`config.mk`:
```
export PLATFORM = sky130hd
export DESIGN_NAME = cflog_writer
export DESIGN_NICKNAME = d
export VERILOG_FILES = /design/src/rtl/cflog_pkg.sv /design/src/rtl/cflog_fifo.sv /design/src/rtl/cflog_writer.sv
export SDC_FILE = /design/constraint.sdc
export NUM_CORES = 1
export LEC_CHECK = 0
export BUFFER_PORTS_ARGS = -buffer_cell sky130_fd_sc_hd__clkbuf_2
export CAP_MARGIN = 5
export CORE_ASPECT_RATIO = 1.1
export CORE_MARGIN = 2
export CORE_UTILIZATION = 40
export CTS_CLUSTER_DIAMETER = 50
export DETAILED_ROUTE_END_ITERATION = 12
export HOLD_SLACK_MARGIN = 0.06
export PLACE_DENSITY_LB_ADDON = 0.15
export SYNTH_ARGS = -nofsm -noshare
export SYNTH_HDL_FRONTEND = slang
export SYNTH_SLANG_ARGS = --single-unit
```
`constraint.sdc`:
```
create_clock -name clk -period 6.29 [get_ports clk]
set_input_delay 1.887 -clock clk [delete_from_list [all_inputs] [get_ports clk]]
set_output_delay 1.887 -clock clk [all_outputs]
set_load 0.02 [all_outputs]
```
`src/rtl/cflog_pkg.sv`:
```
// Shared types and defaults for the CFLog writer: entry layout, FSM encoding, address helper.
package cflog_pkg;

  typedef struct packed {
    logic [15:0] src;
    logic [15:0] dest;
  } cflog_entry_t;

  typedef enum logic [1:0] {
    IDLE   = 2'd0,
    WR_SRC = 2'd1,
    WR_DST = 2'd2,
    FULL   = 2'd3
  } cflog_state_t;

  localparam logic [15:0] LOG_BASE_DEFAULT   = 16'hE000;
  localparam int          LOG_WORDS_DEFAULT  = 256;
  localparam int          FIFO_DEPTH_DEFAULT = 2;

  // Byte address of CFLog word `ptr` (16-bit words, so shift left by one).
  function automatic logic [15:0] word_addr(input logic [15:0] base, input logic [15:0] ptr);
    return base + {ptr[14:0], 1'b0};
  endfunction

endpackage

```
`src/rtl/cflog_fifo.sv`:
```
// Small synchronous FIFO of CFLog entries. With CFLOG_DEDUP_EN defined it also exposes the youngest entry (tail).
module cflog_fifo
  import cflog_pkg::*;
#(
  parameter int DEPTH = FIFO_DEPTH_DEFAULT
) (
  input  logic         clk,
  input  logic         rst,
  input  logic         push,
  input  cflog_entry_t din,
  input  logic         pop,
  output cflog_entry_t dout,
  output logic         full,
  output logic         empty
`ifdef CFLOG_DEDUP_EN
  ,
  output cflog_entry_t tail
`endif
);

  localparam int AW = $clog2(DEPTH);

  cflog_entry_t   mem [DEPTH];
  logic [AW-1:0]  wr_ptr;
  logic [AW-1:0]  rd_ptr;
  logic [AW:0]    count;
  logic           do_push;
  logic           do_pop;

  assign full    = (count == (AW+1)'(DEPTH));
  assign empty   = (count == '0);
  assign do_push = push & ~full;
  assign do_pop  = pop & ~empty;
  assign dout    = mem[rd_ptr];
`ifdef CFLOG_DEDUP_EN
  assign tail    = mem[wr_ptr - AW'(1)];
`endif

  always_ff @(posedge clk or posedge rst) begin
    if (rst) begin
      wr_ptr <= '0;
      rd_ptr <= '0;
      count  <= '0;
      for (int i = 0; i < DEPTH; i++) mem[i] <= '0;
    end else begin
      if (do_push) begin
        mem[wr_ptr] <= din;
        wr_ptr      <= wr_ptr + AW'(1);
      end
      if (do_pop) rd_ptr <= rd_ptr + AW'(1);
      case ({do_push, do_pop})
        2'b10:   count <= count + (AW+1)'(1);
        2'b01:   count <= count - (AW+1)'(1);
        default: count <= count;
      endcase
    end
  end

endmodule

```
`src/rtl/cflog_writer.sv`:
```
// Commits {src,dest} control-flow events to the CFLog RAM as two words, with pointer, full and overflow tracking.
// Optional build macro CFLOG_DEDUP_EN drops events repeating the last committed or youngest queued entry.
module cflog_writer
  import cflog_pkg::*;
#(
  parameter logic [15:0] LOG_BASE   = LOG_BASE_DEFAULT,
  parameter int          LOG_WORDS  = LOG_WORDS_DEFAULT,
  parameter int          FIFO_DEPTH = FIFO_DEPTH_DEFAULT
) (
  input  logic        clk,
  input  logic        rst,
  input  logic        log_en,
  input  logic [15:0] cflow_src,
  input  logic [15:0] cflow_dest,
  input  logic        flush,
  output logic        mem_wen,
  output logic [15:0] mem_addr,
  output logic [15:0] mem_din,
  output logic [15:0] log_ptr,
  output logic        log_full,
  output logic        log_ovf
);

  localparam logic [15:0] LOG_WORDS_W = 16'(LOG_WORDS);

  cflog_state_t state, state_next;
  cflog_entry_t ev, cur, fifo_dout;
  logic         fifo_full, fifo_empty, fifo_push, pop, dup, ovf_set;
  logic         flush_pend, flush_pend_next, flush_eff, rewind;
  logic [15:0]  ptr_next, addr_next, din_next;
  logic         wen_next;

  assign ev        = {cflow_src, cflow_dest};
  assign fifo_push = log_en & ~dup & ~fifo_full;
  assign ovf_set   = log_en & ~dup & fifo_full;
  assign flush_eff = flush | flush_pend;

`ifdef CFLOG_DEDUP_EN
  cflog_entry_t fifo_tail, last_entry;
  logic         last_valid;

  assign dup = log_en & ((last_valid & (ev == last_entry)) | (~fifo_empty & (ev == fifo_tail)));

  // Remember the most recently committed entry; a rewind forgets it.
  always_ff @(posedge clk or posedge rst) begin
    if (rst) begin
      last_valid <= 1'b0;
      last_entry <= '0;
    end else if (rewind) begin
      last_valid <= 1'b0;
    end else if (state == WR_DST) begin
      last_valid <= 1'b1;
      last_entry <= cur;
    end
  end
`else
  assign dup = 1'b0;
`endif

  cflog_fifo #(.DEPTH(FIFO_DEPTH)) u_fifo (
    .clk   (clk),
    .rst   (rst),
    .push  (fifo_push),
    .din   (ev),
    .pop   (pop),
    .dout  (fifo_dout),
    .full  (fifo_full),
    .empty (fifo_empty)
`ifdef CFLOG_DEDUP_EN
    ,
    .tail  (fifo_tail)
`endif
  );

  // The head is taken out of the FIFO when the drain starts, so a full FIFO plus the in-flight entry can be held.
  always_comb begin
    state_next      = state;
    ptr_next        = log_ptr;
    flush_pend_next = flush_pend;
    pop             = 1'b0;
    rewind          = 1'b0;
    wen_next        = 1'b0;
    addr_next       = 16'h0000;
    din_next        = 16'h0000;
    case (state)
      IDLE: begin
        if (flush_eff) begin
          rewind          = 1'b1;
          ptr_next        = 16'h0000;
          flush_pend_next = 1'b0;
        end else if (!fifo_empty) begin
          pop        = 1'b1;
          state_next = WR_SRC;
          wen_next   = 1'b1;
          addr_next  = word_addr(LOG_BASE, log_ptr);
          din_next   = fifo_dout.src;
        end else begin
          state_next = IDLE;
        end
      end
      WR_SRC: begin
        if (flush) flush_pend_next = 1'b1;
        else       flush_pend_next = flush_pend;
        state_next = WR_DST;
        wen_next   = 1'b1;
        addr_next  = mem_addr + 16'd2;
        din_next   = cur.dest;
      end
      WR_DST: begin
        if (flush) flush_pend_next = 1'b1;
        else       flush_pend_next = flush_pend;
        ptr_next = log_ptr + 16'd2;
        if (ptr_next == LOG_WORDS_W) state_next = FULL;
        else                         state_next = IDLE;
      end
      FULL: begin
        if (flush_eff) begin
          rewind          = 1'b1;
          ptr_next        = 16'h0000;
          flush_pend_next = 1'b0;
          state_next      = IDLE;
        end else begin
          state_next = FULL;
        end
      end
      default: begin
        state_next = IDLE;
      end
    endcase
  end

  // State, pointer and registered RAM/status outputs.
  always_ff @(posedge clk or posedge rst) begin
    if (rst) begin
      state      <= IDLE;
      log_ptr    <= 16'h0000;
      flush_pend <= 1'b0;
      cur        <= '0;
      mem_wen    <= 1'b0;
      mem_addr   <= 16'h0000;
      mem_din    <= 16'h0000;
      log_full   <= 1'b0;
      log_ovf    <= 1'b0;
    end else begin
      state      <= state_next;
      log_ptr    <= ptr_next;
      flush_pend <= flush_pend_next;
      mem_wen    <= wen_next;
      mem_addr   <= addr_next;
      mem_din    <= din_next;
      log_full   <= (state_next == FULL);
      if (pop)     cur     <= fifo_dout;
      if (ovf_set) log_ovf <= 1'b1;
    end
  end

endmodule

```
==> qor.yml <==
yosys:
  ys_ff_latch: 136
  synthesis.instances: 515
  synth-edff-count: 0
  synth.most_common_cell: "dfrtp_1"
  synth_area_leaders: "dfrtp_1 56%, mux2_2 12%, mux2i_1 5.4%"
  yosys_warnings: 0
  synth_ff_type: "dfrtp_1"
  async_reset_ff_share_pct: 100
  syn-mean-instance-area_um2: 11.8
  yosysSeqAreaShare_pct: 56.0
  netlist_top_cells_count: "136 x dfrtp_1, 64 x mux2_2, 55 x o21ai_0"
  synth.distinct_cells: 45
  synth_top_area_share_pct: 56.0
  synth_top_area_cell: "dfrtp_1"
  netlist_area_um2: 6080
critical_path:
  crit_top_cell: "or2_2"
  cp.required_ps: 6620
  cp-end-kind: "flop"
  worst_r2r_endpoint: "u_fifo.count[1]"
  cp_cell_sequence: "clkbuf_2 -> or2_2 -> or2_2 -> inv_1 -> ha_1 -> xnor2_1 -> nor2_1 -> xor2_1"
  critPathArrivalTime_ps: 4110
  crit_path_start_kind: "input port"
  reg2reg_depth: 9
  path_delay_family: "simple AND/OR/NAND/NOR gates"
  cp_max_fo: 53
  path_buf_inv: 2
  critical_path_class: "in2reg"
  max_stage_delay_ps: 750
  reg2reg_slack_ps: 3330
  slowest_stage: "or2_2"
  r2r-start: "state[0]"
sta:
  max_freq_ghz: 0.265
  tightest_slew_ps: 1150
  period_share_pct: 60.1
  relSlewSlack_pct: 21.4
  min_period_ps: 3780
  hold_violations: 0
  final.setup.tns_ps: 0
  drv_slew: 0
  skew_ps: 10.1
  rsz0062_at_grt: "false"
  setup_violations: 0
cts:
  cts.path.max_buffers: 2
  clk_pin_slew_worst_paths_ps: 60
  cts_resized: 0
  cts_buffers: 17
  cts_tree: "built"
  cts_setup_buffers: 0
  cts_max_level: 4
  ctsHoldBuffers: 0
  worstSkewPairLatency_ps: 410
  cts_sinks: 136
  root_buffer: "clkbuf_16"
final_layout:
  syn_to_final_growth_pct: 19.1
  layout-drive-gt1-share_pct: 32.1
  nNetsFinal: 633
run:
  drv_cap: 0
routing:
  drc: 0
  final_antenna_net_count: 0
  wl_um: 13200
  drt_iter0_drc: 194
  first_pass_iters: 4
  drt-wirelength-per-cell_um: 16.5
  vias: 4106
  vias_per_cell: 5.15
die:
  core_area_um2: 14900
  die_area_um2: 16200
  start_util_pct: 40.7
  die_w_um: 122
  io_pins: 87
  rows: 47
  die-height_um: 133
grt:
  grt_pass1_wl_um: 21300
  overflow: 0
  grt_max_degree: 87
  grtUsageTotal_pct: 17.1
  antenna_found_initial: 1
  grt_pass1_vias: 4017
pwr:
  leakagePower_nw: 3.38
  p_total_w: 0.00355
  peakVddDrop_v: 0.000252
  power_density_nw_per_um2: 490
min_path:
  hold_depth: 2
  hold_end: "cur[15]"
  hp-start: "cur[15]"
  min-delay-path-class: "reg2reg"
run_status:
  status: "finished, final reports clean"
place:
  portBuffers: 84
  hpwlAfterDp_um: 8490
  gp_congestion: 0.809
[logic make-up (layout without fill, tap and decap cells)]
group,after synthesis,in the layout,synth area share (%)
flops,136,136,56.0
fa+ha+maj,9,9,1.85
other cells,1,3,0.0617
simple gates,118,118,9.71
compound gates,89,89,8.83
xor+xnor,24,24,3.46
buf+inv,41,126,2.86
mux,97,97,17.3
[how the worst max path moves through the flow]
| stage | startpoint | cells past startpoint | to | slack, ps |
|---|---|---|---|---|
| floorplan | rst | 1 | cur[0] | 760 |
| global placement | flush | 8 | u_fifo.count[1] | 2110 |
| detailed placement | flush | 8 | u_fifo.count[1] | 2030 |
| CTS | flush | 8 | u_fifo.count[1] | 2480 |
| global route | flush | 8 | u_fifo.count[1] | 2260 |
| finish | flush | 8 | u_fifo.count[1] | 2510 |
[layer usage]
layer  vias up  global-route usage (%)  wire (um)  part of all wire [%]
li1       1960                       -          -                     -
met5         -                       0          0                     0
met3        17                    4.41        573                   4.4
met1      2023                    25.0       6470                    49
met2       106                    24.3       5850                    44
met4         0                    6.64        262                   2.0
[through the flow]
step | worst slack (ps) | util (%) | cell area [um2] | instances | hold WS [ps]
5_1_grt | 2260 | 48.5 | 7240 | 798 | 502
3_5_place_dp | 2030 | 44.5 | 6640 | 765 | 471
4_1_cts | 2480 | 48.5 | 7240 | 797 | 484
3_3_place_gp | 2110 | 44.5 | 6640 | 765 | 463
2_1_floorplan | 764 | - | 6090 | 516 | 450
6_report | 2510 | 48.5 | 7240 | 798 | 480
[placed cells by master (no fill, tap or decap), types with 7 or more instances in the layout]
| cell | n |
|---|---|
| dfrtp_1 | 135 |
| xnor2_1 | 16 |
| nand3_1 | 15 |
| mux2_2 | 64 |
| o21ai_0 | 55 |
| ha_1 | 9 |
| nor2_1 | 17 |
| a21oi_1 | 8 |
| mux2i_1 | 33 |
| xor2_1 | 8 |
| inv_1 | 7 |
| clkbuf_2 | 84 |
| a22o_1 | 14 |
| nand2_1 | 50 |
| clkbuf_16 | 17 |
[layout make-up]
| type | instances | area [um2] |
|---|---|---|
| diodes | 1 | 2.50 |
| clock buffers | 21 | 450 |
| clock inverters | 11 | 149 |
| fillers | 1399 | 7690 |
| inverters | 8 | 35.0 |
| multi-input cells | 339 | 2520 |
| flip-flops and latches | 136 | 3400 |
| well taps | 196 | 245 |
| repair buffers | 86 | 435 |
[sequential cells by signal, summed over array words and instances, names as in the netlist, 2 cells and up]
register	flops
log_ptr	15
mem_din	16
state	2
mem_addr	15
cur	16
u_fifo.count	2
u_fifo.mem	64
[power breakdown]
part | internal [W] | switching, W
registers | 0.00124 | 0.000250
clock network | 0.000634 | 0.000372
logic | 0.000507 | 0.000549
[worst reg2reg max path: cells and delay by family, from the launching register on]
family / cells / cell delay, ps
AO/OA/AOI/OAI: 1 / 100
XOR/XNOR: 2 / 270
adder cells (fa/ha/maj): 2 / 660
buffers and inverters: 2 / 590
flip-flops: 1 / 400
AND/OR/NAND/NOR: 2 / 870
Note: power is estimated with default switching activity, not from simulation.
